**config.mk**
```make
export PLATFORM = sky130hd
export DESIGN_NAME = pulse_period_meter_flat
export DESIGN_NICKNAME = d
export VERILOG_FILES = /design/src/rtl/pulse_period_meter_if.sv /design/src/rtl/pulse_period_meter.sv /design/src/flat_wrapper.sv
export SDC_FILE = /design/constraint.sdc
export NUM_CORES = 1
export LEC_CHECK = 0
export CORE_ASPECT_RATIO = 1.5
export CORE_MARGIN = 8
export CORE_UTILIZATION = 50
export CTS_CLUSTER_DIAMETER = 150
export DETAILED_ROUTE_END_ITERATION = 7
export DONT_BUFFER_PORTS = 1
export GPL_TIMING_DRIVEN = 0
export PLACE_DENSITY_LB_ADDON = 0.2
export SLEW_MARGIN = 10
export SYNTH_ARGS = -nofsm -noshare
export SYNTH_HDL_FRONTEND = slang
export SYNTH_SLANG_ARGS = --single-unit
export TNS_END_PERCENT = 50
```
**constraint.sdc**
```tcl
create_clock -name clk -period 3.44 [get_ports clk]
set_input_delay 0.344 -clock clk [delete_from_list [all_inputs] [get_ports clk]]
set_output_delay 0.344 -clock clk [all_outputs]
set_load 0.01 [all_outputs]
```
**src/rtl/pulse_period_meter_if.sv**
```systemverilog
// rtl/pulse_period_meter_if.sv - measure-side bundle of the pulse period meter
// master drives enable and pulse stream; slave reports period, strobes and lock.
interface pulse_period_meter_if #(
  parameter int N = 8
);
  logic         ena;
  logic         pulse_in;
  logic [N-1:0] period;
  logic         period_valid;
  logic         timeout;
  logic         locked;

  modport master (
    output ena, pulse_in,
    input  period, period_valid, timeout, locked
  );

  modport slave (
    input  ena, pulse_in,
    output period, period_valid, timeout, locked
  );
endinterface

```
**src/rtl/pulse_period_meter.sv**
```systemverilog
// rtl/pulse_period_meter.sv - measures clk cycles between rising pulse edges
// reports each period with a strobe, flags counter overflow as timeout, tracks lock.
module pulse_period_meter #(
  parameter int N          = 8,
  parameter int LOCK_COUNT = 4,
  parameter int TOL        = 0
) (
  input  logic clk,
  input  logic rst,
  pulse_period_meter_if.slave bus
);
  localparam int            MW      = (LOCK_COUNT < 1) ? 1 : $clog2(LOCK_COUNT + 1);
  localparam logic [N-1:0]  CNT_MAX = '1;
  localparam logic [N:0]    TOL_W   = (N+1)'(TOL);
  localparam logic [MW-1:0] LC_W    = MW'(LOCK_COUNT);

  typedef enum logic {IDLE, MEAS} state_t;

  state_t        state_q, state_d;
  logic [N-1:0]  cnt_q, cnt_d;
  logic [N-1:0]  prev_q, prev_d;
  logic [N-1:0]  period_q, period_d;
  logic [MW-1:0] match_q, match_d;
  logic          have_prev_q, have_prev_d;
  logic          valid_q, valid_d;
  logic          timeout_q, timeout_d;
  logic          locked_q, locked_d;
  logic          pulse_q;

  logic          rise;
  logic [N:0]    diff;
  logic          match;
  logic [MW-1:0] match_inc;

  // pulse_q resets high so a level already high at reset release is not an edge
  assign rise      = bus.pulse_in & ~pulse_q;
  assign diff      = (cnt_q >= prev_q) ? ({1'b0, cnt_q} - {1'b0, prev_q})
                                       : ({1'b0, prev_q} - {1'b0, cnt_q});
  assign match     = (diff <= TOL_W);
  assign match_inc = (match_q >= LC_W) ? LC_W : match_q + MW'(1);

  always_comb begin
    state_d     = state_q;
    cnt_d       = cnt_q;
    prev_d      = prev_q;
    period_d    = period_q;
    match_d     = match_q;
    have_prev_d = have_prev_q;
    valid_d     = 1'b0;
    timeout_d   = 1'b0;
    locked_d    = locked_q;
    if (bus.ena) begin
      case (state_q)
        IDLE: begin
          if (rise) begin
            cnt_d       = N'(1);
            have_prev_d = 1'b0;
            state_d     = MEAS;
          end
        end
        MEAS: begin
          if (rise) begin
            period_d    = cnt_q;
            valid_d     = 1'b1;
            cnt_d       = N'(1);
            prev_d      = cnt_q;
            have_prev_d = 1'b1;
            // the first period after IDLE has nothing to compare against
            if (have_prev_q && match) match_d = match_inc;
            else                      match_d = '0;
            locked_d    = (match_d >= LC_W);
          end else if (cnt_q == CNT_MAX) begin
            timeout_d   = 1'b1;
            locked_d    = 1'b0;
            match_d     = '0;
            have_prev_d = 1'b0;
            state_d     = IDLE;
          end else begin
            cnt_d = cnt_q + N'(1);
          end
        end
        default: state_d = IDLE;
      endcase
    end
  end

  always_ff @(posedge clk) begin
    if (rst) begin
      state_q     <= IDLE;
      cnt_q       <= '0;
      prev_q      <= '0;
      period_q    <= '0;
      match_q     <= '0;
      have_prev_q <= 1'b0;
      valid_q     <= 1'b0;
      timeout_q   <= 1'b0;
      locked_q    <= 1'b0;
      pulse_q     <= 1'b1;
    end else begin
      state_q     <= state_d;
      cnt_q       <= cnt_d;
      prev_q      <= prev_d;
      period_q    <= period_d;
      match_q     <= match_d;
      have_prev_q <= have_prev_d;
      valid_q     <= valid_d;
      timeout_q   <= timeout_d;
      locked_q    <= locked_d;
      pulse_q     <= bus.pulse_in;
    end
  end

  assign bus.period       = period_q;
  assign bus.period_valid = valid_q;
  assign bus.timeout      = timeout_q;
  assign bus.locked       = locked_q;
endmodule

```
**src/flat_wrapper.sv**
```systemverilog
// flat-port wrapper written by rule: the top's interface ports become plain ports
module pulse_period_meter_flat 
#(
  parameter int N          = 8,
  parameter int LOCK_COUNT = 4,
  parameter int TOL        = 0
)
  (clk, rst, bus_ena, bus_pulse_in, bus_period, bus_period_valid, bus_timeout, bus_locked);
  pulse_period_meter_if #(.N(N)) bus_i ();
  input  logic clk;
  input  logic rst;
  input wire logic [$bits(bus_i.ena)-1:0] bus_ena;
  input wire logic [$bits(bus_i.pulse_in)-1:0] bus_pulse_in;
  output wire logic [$bits(bus_i.period)-1:0] bus_period;
  output wire logic [$bits(bus_i.period_valid)-1:0] bus_period_valid;
  output wire logic [$bits(bus_i.timeout)-1:0] bus_timeout;
  output wire logic [$bits(bus_i.locked)-1:0] bus_locked;
  assign bus_i.ena = bus_ena;
  assign bus_i.pulse_in = bus_pulse_in;
  assign bus_period = bus_i.period;
  assign bus_period_valid = bus_i.period_valid;
  assign bus_timeout = bus_i.timeout;
  assign bus_locked = bus_i.locked;
  pulse_period_meter #(.N(N), .LOCK_COUNT(LOCK_COUNT), .TOL(TOL)) u_core (.clk(clk), .rst(rst), .bus(bus_i));
endmodule
```
==> qor.yml, run 1 <==
run_status:
  outcome: "finished, final reports clean"
die:
  die_h_um: 89.68
  fp-row-count: 27
  core_sq_mm: 0.003581
  fp.dieW_um: 65.12
  die-area_sq_mm: 0.005839
  ios: 15
  start_util_pct: 50.52
power_and_ir_drop:
  ir_drop_uv: 402.4
  power.static_leakage_nw: 0.7471
  p_per_area_mw_per_mm2: 286.3
sta:
  timing.fmax_mhz: 389.5
  fin_worst_skew_ns: 0.002894
  finalCritPeriodShare_pct: 74.64
  rsz0062_at_grt: "no"
  slew_violations: 0
  period_minus_slack_ns: 2.568
  hold_viol_final: 0
  fin_tns_setup_ns: 0
  setup_violations: 0
  maxSlewHeadroom_pct: 58.90
  worst_slew_pin_slew_ns: 0.6142
global_route:
  grt_antenna_before_repair: 0
  grtUsageTotal_pct: 14.43
  first_global_vias: 1450
  overflow: 0
  grt_max_degree: 15
  grt_pass1_wl_um: 6727
setup_path:
  cp_max_fo: 5
  path_cells: "inv_1 > ha_1 > nor2b_4 > o211ai_4 > a31oi_4 > a2111oi_4 > o211ai_2 > o32ai_2 > a32o_2"
  r2r_setup_slack_ns: 0.87
  cp_num_cells: 9
  worstPathRequired_ns: 3.65
  crit_slowest_cell: "dfxtp_1"
  arrival_ns: 2.78
  cp_num_buf_inv: 1
  worst_setup_path_start_kind: "register"
  worst-setup-path-type: "reg2reg"
  slowest_delay_ns: 0.45
  crit_family: "compound AO/OA/AOI/OAI gates"
  worst_setup_path_end_kind: "register"
  reg2regPathDepth: 9
  r2r_end: "u_core.match_q[1]$_SDFFE_PP0P_"
  r2r-start: "u_core.bus.period[1]$_SDFFE_PP0P_"
clocking:
  clkTransAtPathRegs_ns: 0.08
  clockBufferDepth: 2
  insertion_delay_ns: 0.26
  htree_levels: 1
  postCtsHoldBufs: 0
  cts_sinks: 24
  root_buffer: "clkbuf_8"
  cts_tree: "built"
  numCtsBuffers: 3
  postCtsSetupBuffers: 0
  ctsResizeCount: 0
yosys:
  synthAdderAreaFrac_pct: 13.14
  yosys.area_share.simple_pct: 21.92
  ys.flop_type: "dfxtp_1"
  yosysWarnings: 0
  syn_area_per_cell_sq_um: 8.150
  synth-edff-count: 0
  synth_nets: 245
  synth_mux_area_share_pct: 1.107
  ys_seq_elements: 24
  synth_compound_area_share_pct: 28.15
  syn_area_sq_mm: 0.001809
  syn-instance-count: 222
  synth-xor-area-share_pct: 1.452
  async_flop_share_pct: 0
  yosysSeqAreaShare_pct: 26.56
  synth_top_family_by_area: "compound AO/OA/AOI/OAI gates"
  synthDistinctLibCells: 54
routing:
  initialDrtViolationCount: 52
  first_pass_iters: 4
  wl_um: 4071
  vias: 1520
  ant_nets: 0
  viasPerCell: 5.651
  drc_errors: 0
  wl_per_cell_um: 15.13
final_layout:
  diodes: 0
  syn2layout_area_growth_pct: 6.916
  utilization_pct: 54.02
  drive_gt1_share_pct: 9.292
  nets: 250
hold_path:
  hp-class: "in2reg"
  worst_hold_path.endpoint: "u_core.bus.period_valid$_SDFF_PP0_"
  worstHoldStart: "rst"
  min_path_cells: 1
run:
  cap_violations: 0
placement:
  portBuffers: 0
  dp_hpwl_um: 3219
  gp_congestion: 0.8982
==> area by class of cell <==
class	instances	area, sq um
Sequential cell	24	480.5
Fill cell	359	1647
Tap cell	43	53.80
Clock buffer	3	41.29
Clock inverter	1	30.03
Buffer	7	48.80
Inverter	24	90.09
Multi-Input combinational cell	167	1190
==> power breakdown <==
group / internal, mW / switching, mW / total (mW)
clock: 0.155 / 0.0890 / 0.244
sequential: 0.279 / 0.00234 / 0.282
combinational: 0.00940 / 0.0184 / 0.0278
total: 0.444 / 0.110 / 0.554
==> logic make-up after synthesis <==
group | after synthesis
AND/OR/NAND/NOR | 78
AO/OA/AOI/OAI | 65
buffers and inverters | 31
flip-flops | 24
adder cells (fa/ha/maj) | 19
XOR/XNOR | 3
multiplexers | 2
==> cell usage after synthesis (all sizes together) (2+ instances only) <==
master | n | area share, %
nor3b | 3 | 1.2
inv | 23 | 4.8
o211ai | 5 | 3.1
a21oi | 22 | 6.3
buf | 4 | 2.1
nor3 | 4 | 1.1
a21o | 3 | 1.2
nand2b | 4 | 1.4
nand2 | 27 | 5.6
nor2 | 15 | 3.1
a31oi | 3 | 1.9
o31a | 2 | 0.97
nand3 | 9 | 2.5
o2bb2ai | 2 | 0.97
a211oi | 5 | 2.4
xnor2 | 2 | 0.97
dfxtp | 24 | 27
clkbuf | 3 | 0.62
o21ai | 9 | 2.5
and3 | 4 | 1.7
a2111oi | 2 | 2.0
nor2b | 6 | 2.9
ha | 19 | 13
mux2i | 2 | 1.1
o32ai | 2 | 1.4
==> worst reg2reg max path, delay by kind of cell, from the launching register on <==
| family | cells | cell delay (ns) |
|---|---|---|
| flip-flops | 1 | 0.45 |
| AND/OR/NAND/NOR | 1 | 0.16 |
| adder cells (fa/ha/maj) | 1 | 0.36 |
| AO/OA/AOI/OAI | 6 | 1.48 |
| buffers and inverters | 1 | 0.07 |
==> how the worst max path moves through the flow <==
stage	endpoint	slack (ns)	from
finish	u_core.match_q[1]$_SDFFE_PP0P_	0.87	u_core.bus.period[1]$_SDFFE_PP0P_
global route	u_core.match_q[1]$_SDFFE_PP0P_	0.72	u_core.bus.period[7]$_SDFFE_PP0P_
CTS	u_core.match_q[1]$_SDFFE_PP0P_	0.84	u_core.bus.period[1]$_SDFFE_PP0P_
detailed placement	u_core.match_q[1]$_SDFFE_PP0P_	0.87	u_core.bus.period[1]$_SDFFE_PP0P_
global placement	u_core.match_q[1]$_SDFFE_PP0P_	0.87	u_core.bus.period[1]$_SDFFE_PP0P_
floorplan	u_core.match_q[1]$_SDFFE_PP0P_	1.13	u_core.bus.period[6]$_SDFFE_PP0P_
==> placed cells by master, fill, tap and decap left out, drive strengths merged, types with 2 or more instances in the layout <==
cell type  netlist  layout
a21o             3       3
o2bb2ai          2       2
nor2            15      15
nor3b            3       3
and3             4       4
a2111oi          2       2
inv             23      23
a31oi            3       3
ha              19      19
buf              4       4
nand2b           4       4
o21ai            9       9
nand3            9       9
mux2i            2       2
dfxtp           24      24
xnor2            2       2
o32ai            2       2
a211oi           5       5
nor2b            6       6
nand2           27      27
a21oi           22      22
o211ai           5       5
o31a             2       2
clkbuf           3       6
nor3             4       4
==> registers in the layout, summed over array words and instances, names as in the netlist <==
name and count:
u_core.match_q 2, u_core.cnt_q 8, u_core.state_q 1, u_core.bus.locked 1, u_core.have_prev_q 1, u_core.bus.period_valid 1, u_core.bus.period 8, u_core.pulse_q 1
u_core.bus.timeout 1
==> metal layers <==
metal | GRT usage [%] | vias to the layer above | share of wire (%)
met1 | 15.51 | 715 | 43
li1 | - | 794 | -
met4 | 4.183 | 0 | 0.84
met2 | 28.40 | 9 | 55
met3 | 1.739 | 2 | 1.5
met5 | 0 | - | 0
==> stage by stage <==
stage	power, mW	area, sq um	worst slack [ns]	instances	hold slack, ns
final	0.5539	1934	0.8724	269	0.1651
after global routing	0.5702	1934	0.7218	269	0.1599
after CTS	0.5583	1934	0.8443	269	0.1581
after detailed placement	0.3159	1863	0.8667	265	0.4433
after global placement	0.3156	1863	0.8746	265	0.4441
after floorplan	0.3092	1809	1.127	222	0.4359
No activity file was read; power rests on OpenSTA's default activity.
==> run 2, diff against run 1 <==
Clock period 3.44 ns to 2.2 ns, I/O delays scaled along.
==> run 2 against run 1 <==
The run now ends with setup timing left. Fmax rose by 8.5%. Wire length is 8.6% higher. Setup slack got worse by 1.0 ns. Critical path depth grew 1. Power rose by 56%. First-iteration DRC count grew 12%. Clock power rose by 57%. Largest cell class unchanged. Highest routed layer unchanged.
==> qor.yml, run 2 (synthesis results as in run 1) <==
clocking:
  numCtsBuffers: 3  # unchanged
  insertion_delay_ns: 0.26  # about the same
  clkTransAtPathRegs_ns: 0.09  # about the same
  clockBufferDepth: 2  # unchanged
  root_buffer: "clkbuf_8"
  cts_sinks: 24  # unchanged
  htree_levels: 1  # unchanged
  postCtsHoldBufs: 0  # unchanged
  cts_tree: "built"
run:
  cap_violations: 0  # unchanged
setup_path:
  worst_setup_path_start_kind: "register"
  worst_setup_path_end_kind: "register"
  arrival_ns: 2.53  # -0.25 ns
  crit_slowest_cell: "dfxtp_4"
  worstPathRequired_ns: 2.37  # -1.28 ns
  cp_num_buf_inv: 3  # +2
  cp_max_fo: 5  # unchanged
  slowest_delay_ns: 0.39  # -0.06 ns
  worst-setup-path-type: "reg2reg"
  crit_family: "compound AO/OA/AOI/OAI gates"
  path_cells: "inv_2 > ha_4 > buf_6 > buf_4 > a211oi_1 > nor2_1 > o31a_1 > o211ai_1 > o32ai_2 > a32o_2"
placement:
  portBuffers: 0  # unchanged
  placed_cells: 265  # unchanged
  gp_congestion: 0.8323  # -7.3%
  dp_hpwl_um: 3248  # +0.90%
final_layout:
  fin_cells: 282  # +4.8%
  multi_input_area_sq_mm: 0.001284  # +7.9%
  mostFrequentLayoutCell: "nand2_1"
  syn2layout_area_growth_pct: 20.82
  fillCellCount: 333  # -7.2%
  nets: 263  # +5.2%
  seq_area_sq_um: 509.2  # +6.0%
  utilization_pct: 61.04  # +7.0 points
  drive_gt1_share_pct: 27.20  # +18 points
  final_cell_mix: "nand2_1 (26), a21oi_1 (21), inv_1 (20), nor2_1 (13), ha_1 (13)"
  diodes: 0  # unchanged
die:
  fp.dieW_um: 65.12  # unchanged
  die-area_sq_mm: 0.005839  # unchanged
  start_util_pct: 50.52  # unchanged
  die_h_um: 89.68  # unchanged
  core_sq_mm: 0.003581  # unchanged
  ios: 15  # unchanged
  fp-row-count: 27  # unchanged
sta:
  slew_violations: 0  # unchanged
  period_minus_slack_ns: 2.366  # -0.2014 ns
  rsz0062_at_grt: "yes"
  maxSlewHeadroom_pct: 59.14  # +0.24 points
  setup_violations: 3  # +3
  timing.fmax_mhz: 422.6  # +8.5%
  timing.final.ws_setup_ns: -0.1662  # -1.039 ns
  worst_slew_pin_slew_ns: 0.6106  # -0.003571 ns
  fin_worst_skew_ns: 0.009090  # +0.006196 ns
  finalCritPeriodShare_pct: 107.6  # +33 points
  hold_viol_final: 0  # unchanged
  whs_ns: 0.03711  # -0.1280 ns
global_route:
  grt_busiest_layer: "met2"
  grt_antenna_before_repair: 0  # unchanged
  overflow: 0  # unchanged
  use_met2_pct: 29.76  # +1.4 points
  grt_max_degree: 15  # unchanged
  grt_use_met3_pct: 1.739  # unchanged
  grt_pass1_wl_um: 7093  # +5.4%
  grtUsageTotal_pct: 15.12  # +0.69 points
  grtUsageMet1_pct: 15.72  # +0.21 points
  first_global_vias: 1519  # +4.8%
routing:
  viasPerCell: 5.660  # +0.16%
  vias: 1596  # +5.0%
  ant_nets: 0  # unchanged
  drc_errors: 0  # unchanged
  first_pass_iters: 4  # unchanged
  wl_um: 4423  # +8.6%
  wl_per_cell_um: 15.68  # +3.6%
  initialDrtViolationCount: 58  # +12%
run_status:
  violations: "setup timing"
  outcome: "finished, violations left"
power_and_ir_drop:
  ir_drop_uv: 425.3  # +5.7%
  power.static_leakage_nw: 0.8469  # +13%
  p_per_area_mw_per_mm2: 395.2  # +38%
hold_path:
  hp-class: "in2reg"
-- run 2: worst paths after layout --
path | from | to | slack (ns) | cells past startpoint
max reg2reg | u_core.bus.period[5]$_SDFFE_PP0P_ | u_core.match_q[1]$_SDFFE_PP0P_ | -0.17 | 10
min reg2reg | u_core.have_prev_q$_SDFFE_PP0P_ | u_core.have_prev_q$_SDFFE_PP0P_ | 0.49 | 1
max | u_core.bus.period[5]$_SDFFE_PP0P_ | u_core.match_q[1]$_SDFFE_PP0P_ | -0.17 | 10
min | rst | u_core.bus.period_valid$_SDFF_PP0_ | 0.04 | 1
-- run 2: metrics by stage --
step,worst slack (ns),setup TNS [ns],power [mW],area (sq um)
floorplan,-0.04900,-0.06457,0.4842,1842
global route,-0.2510,-0.6767,0.8907,2186
detailed placement,-0.3378,-0.9312,0.4951,1896
global placement,-0.3163,-0.8690,0.4944,1896
finish,-0.1662,-0.4125,0.8638,2186
CTS,-0.1717,-0.4309,0.8721,2081
-- run 2: metal layers --
layer,share of wire [%],wire length (um),vias up
met5,0,0,-
met4,2.7,121,0
met3,2.8,124,8
met2,54,2395,21
met1,40,1782,747
li1,-,-,820
-- run 2: repair_timing --
action                     in CTS  in global routing
setup buffers                   7                  6
pin swaps                       9                 13
cloned                          0                  0
setup endpoints to repair       3                 10
gates resized for setup        19                 16
-- run 2: report_power, final --
group	internal [mW]	switching, mW	leakage [nW]
combinational	0.0169	0.0298	0.609
clock	0.243	0.140	0.0357
sequential	0.431	0.00357	0.202
total	0.691	0.173	0.847
-- run 2: layout make-up --
type | count | share of cell area, %
Clock buffer | 3 | 1.889
Multi-Input combinational cell | 167 | 58.73
Tap cell | 43 | 2.461
Clock inverter | 1 | 1.374
Sequential cell | 24 | 23.30
Timing Repair Buffer | 13 | 5.381
Inverter | 24 | 4.293
Buffer | 7 | 2.576
==> run 3, diff against run 2 <==
Settings changed: CELL_PAD_IN_SITES_DETAIL_PLACEMENT set to 0, CELL_PAD_IN_SITES_GLOBAL_PLACEMENT set to 1, CORE_UTILIZATION 50 to 43, PLACE_DENSITY_LB_ADDON 0.2 to 0.1.
==> run 3 against run 2 <==
The run still ends with setup timing left. Final cell count unchanged. Critical path type unchanged. Largest cell class unchanged. Flip-flop and latch count unchanged. Critical endpoint unchanged. Highest routed layer unchanged. Sequential share of layout area up 0.37 points. Via count decreased by 0.19%. Design area is 0.34% lower.
==> qor.yml, run 3 (synthesis results as in run 1) <==
power_and_ir_drop:
  power_uw: 867.8  # +0.47%
  p_per_area_mw_per_mm2: 398.4  # +0.82%
  power.static_leakage_nw: 0.8251  # -2.6%
  ir_drop_uv: 470.6  # +11%
global_route:
  overflow: 0  # unchanged
  grtUsageTotal_pct: 15.10  # -0.020 points
  grt_use_met3_pct: 2.353  # +0.61 points
  grtUsageMet1_pct: 17.46  # +1.7 points
  grt_pass1_wl_um: 7728  # +9.0%
  first_global_vias: 1552  # +2.2%
  grt_antenna_before_repair: 0  # unchanged
  grt_busiest_layer: "met2"
  use_met2_pct: 27.06  # -2.7 points
  grt_max_degree: 15  # unchanged
setup_path:
  crit_slowest_cell: "dfxtp_4"
  crit_start: "u_core.bus.period[6]$_SDFFE_PP0P_"
  worst_setup_path_start_kind: "register"
  r2r-start: "u_core.bus.period[6]$_SDFFE_PP0P_"
  arrival_ns: 2.59  # +0.06 ns
  path_cells: "inv_4 > ha_4 > buf_6 > o21ai_2 > o21bai_1 > mux2i_2 > a2111oi_4 > o211ai_2 > o32ai_4 > a32o_2"
  worst-setup-path-type: "reg2reg"
  worstPathRequired_ns: 2.42  # +0.05 ns
  slowest_delay_ns: 0.40  # about the same
  worst_setup_path_end_kind: "register"
  cp_num_buf_inv: 2  # -1
  cp_max_fo: 4  # -1
  crit_family: "compound AO/OA/AOI/OAI gates"
clocking:
  insertion_delay_ns: 0.27  # about the same
  cts_tree: "built"
  cts_sinks: 24  # unchanged
  numCtsBuffers: 3  # unchanged
  root_buffer: "clkbuf_8"
  clockBufferDepth: 2  # unchanged
  clkTransAtPathRegs_ns: 0.09  # about the same
  htree_levels: 1  # unchanged
hold_path:
  hp-class: "in2reg"
  worstHoldStart: "rst"
final_layout:
  mostFrequentLayoutCell: "nand2_1"
  drive_gt1_share_pct: 26.69  # -0.50 points
  diodes: 0  # unchanged
  nets: 260  # -1.1%
  final_cell_mix: "nand2_1 (26), inv_1 (20), a21oi_1 (20), nor2_1 (13), ha_1 (13)"
  syn2layout_area_growth_pct: 20.40
  fin_cells: 282  # unchanged
die:
  fp.dieW_um: 68.96  # +5.9%
  start_util_pct: 43.74  # -6.8 points
  core_sq_mm: 0.004136  # +16%
  ios: 15  # unchanged
  die-area_sq_mm: 0.006582  # +13%
  fp-row-count: 29  # +7.4%
  die_h_um: 95.45  # +6.4%
sta:
  hold_viol_final: 0  # unchanged
  maxSlewHeadroom_pct: 57.03  # -2.1 points
  whs_ns: 0.03428  # -0.002838 ns
  setup_violations: 3  # unchanged
  worst_slew_pin_slew_ns: 0.6421  # +0.03149 ns
  period_minus_slack_ns: 2.374  # +0.007381 ns
  finalCritPeriodShare_pct: 107.9  # +0.34 points
  timing.fmax_mhz: 421.3  # -0.31%
  timing.final.ws_setup_ns: -0.1736  # -0.007381 ns
  rsz0062_at_grt: "yes"
  fin_worst_skew_ns: 0.006728  # -0.002363 ns
  slew_violations: 0  # unchanged
placement:
  gp_congestion: 0.8202  # -1.5%
  dp_hpwl_um: 3513  # +8.2%
  portBuffers: 0  # unchanged
  placed_cells: 268  # +1.1%
routing:
  vias: 1593  # -0.19%
  wl_per_cell_um: 16.12  # +2.8%
  ant_nets: 0  # unchanged
  viasPerCell: 5.649  # -0.19%
  first_pass_iters: 4  # unchanged
  wl_um: 4545  # +2.8%
  drc_errors: 0  # unchanged
  initialDrtViolationCount: 93  # +60%
run_status:
  violations: "setup timing"
  outcome: "finished, violations left"
run:
  cap_violations: 0  # unchanged
run 3: power by group:
part	switching, mW	internal, mW	leakage (nW)
logic	0.0308	0.0175	0.586
clock network	0.144	0.243	0.0357
registers	0.00368	0.428	0.203
total	0.179	0.689	0.825
run 3: final cells by class:
cell class	count	area, sq um
clock inverters	1	30.03
well taps	46	57.56
plain buffers	6	41.29
flip-flops and latches	24	515.5
fillers	389	1958
inverters	24	97.59
multi-input cells	167	1296
clock buffers	3	41.29
repair buffers	11	98.84
run 3: worst reg2reg max path: cells and delay by family, from the launching register on:
family | cells | cell delay (ns)
AO/OA/AOI/OAI | 6 | 1.37
adder cells (fa/ha/maj) | 1 | 0.26
buffers and inverters | 2 | 0.15
flip-flops | 1 | 0.40
multiplexers | 1 | 0.13
run 3: through the flow:
stage / util (%) / area, sq um / setup TNS (ns) / worst slack [ns]
after floorplan: - / 1842 / -0.06457 / -0.04900
after global placement: 45.92 / 1899 / -0.8671 / -0.3144
after detailed placement: 45.92 / 1899 / -0.9174 / -0.3375
after CTS: 51.88 / 2146 / -0.4048 / -0.1689
after global routing: 52.66 / 2178 / -0.7173 / -0.2765
final: 52.66 / 2178 / -0.4331 / -0.1736
run 3: final timing paths:
check                                  endpoint  slack [ns]  depth (start not counted)
min          u_core.bus.period_valid$_SDFF_PP0_        0.03                          1
min reg2reg   u_core.bus.period[4]$_SDFFE_PP0P_        0.49                          2
max              u_core.match_q[1]$_SDFFE_PP0P_       -0.17                         10
max reg2reg      u_core.match_q[1]$_SDFFE_PP0P_       -0.17                         10
run 3: repair_timing:
item                                    in CTS  in global routing
pin swaps                                   14                  7
buffers inserted                            10                  1
hold buffers                                 0                  0
hold endpoints to repair                     0                  0
resized for setup                           31                  8
endpoints found under the setup margin       4                  9
run 3: layer usage:
| metal | routed length, um | vias up | share of wire (%) |
|---|---|---|---|
| met4 | 95 | 0 | 2.1 |
| met3 | 96 | 9 | 2.1 |
| li1 | - | 814 | - |
| met5 | 0 | - | 0 |
| met2 | 2433 | 22 | 54 |
| met1 | 1920 | 748 | 42 |
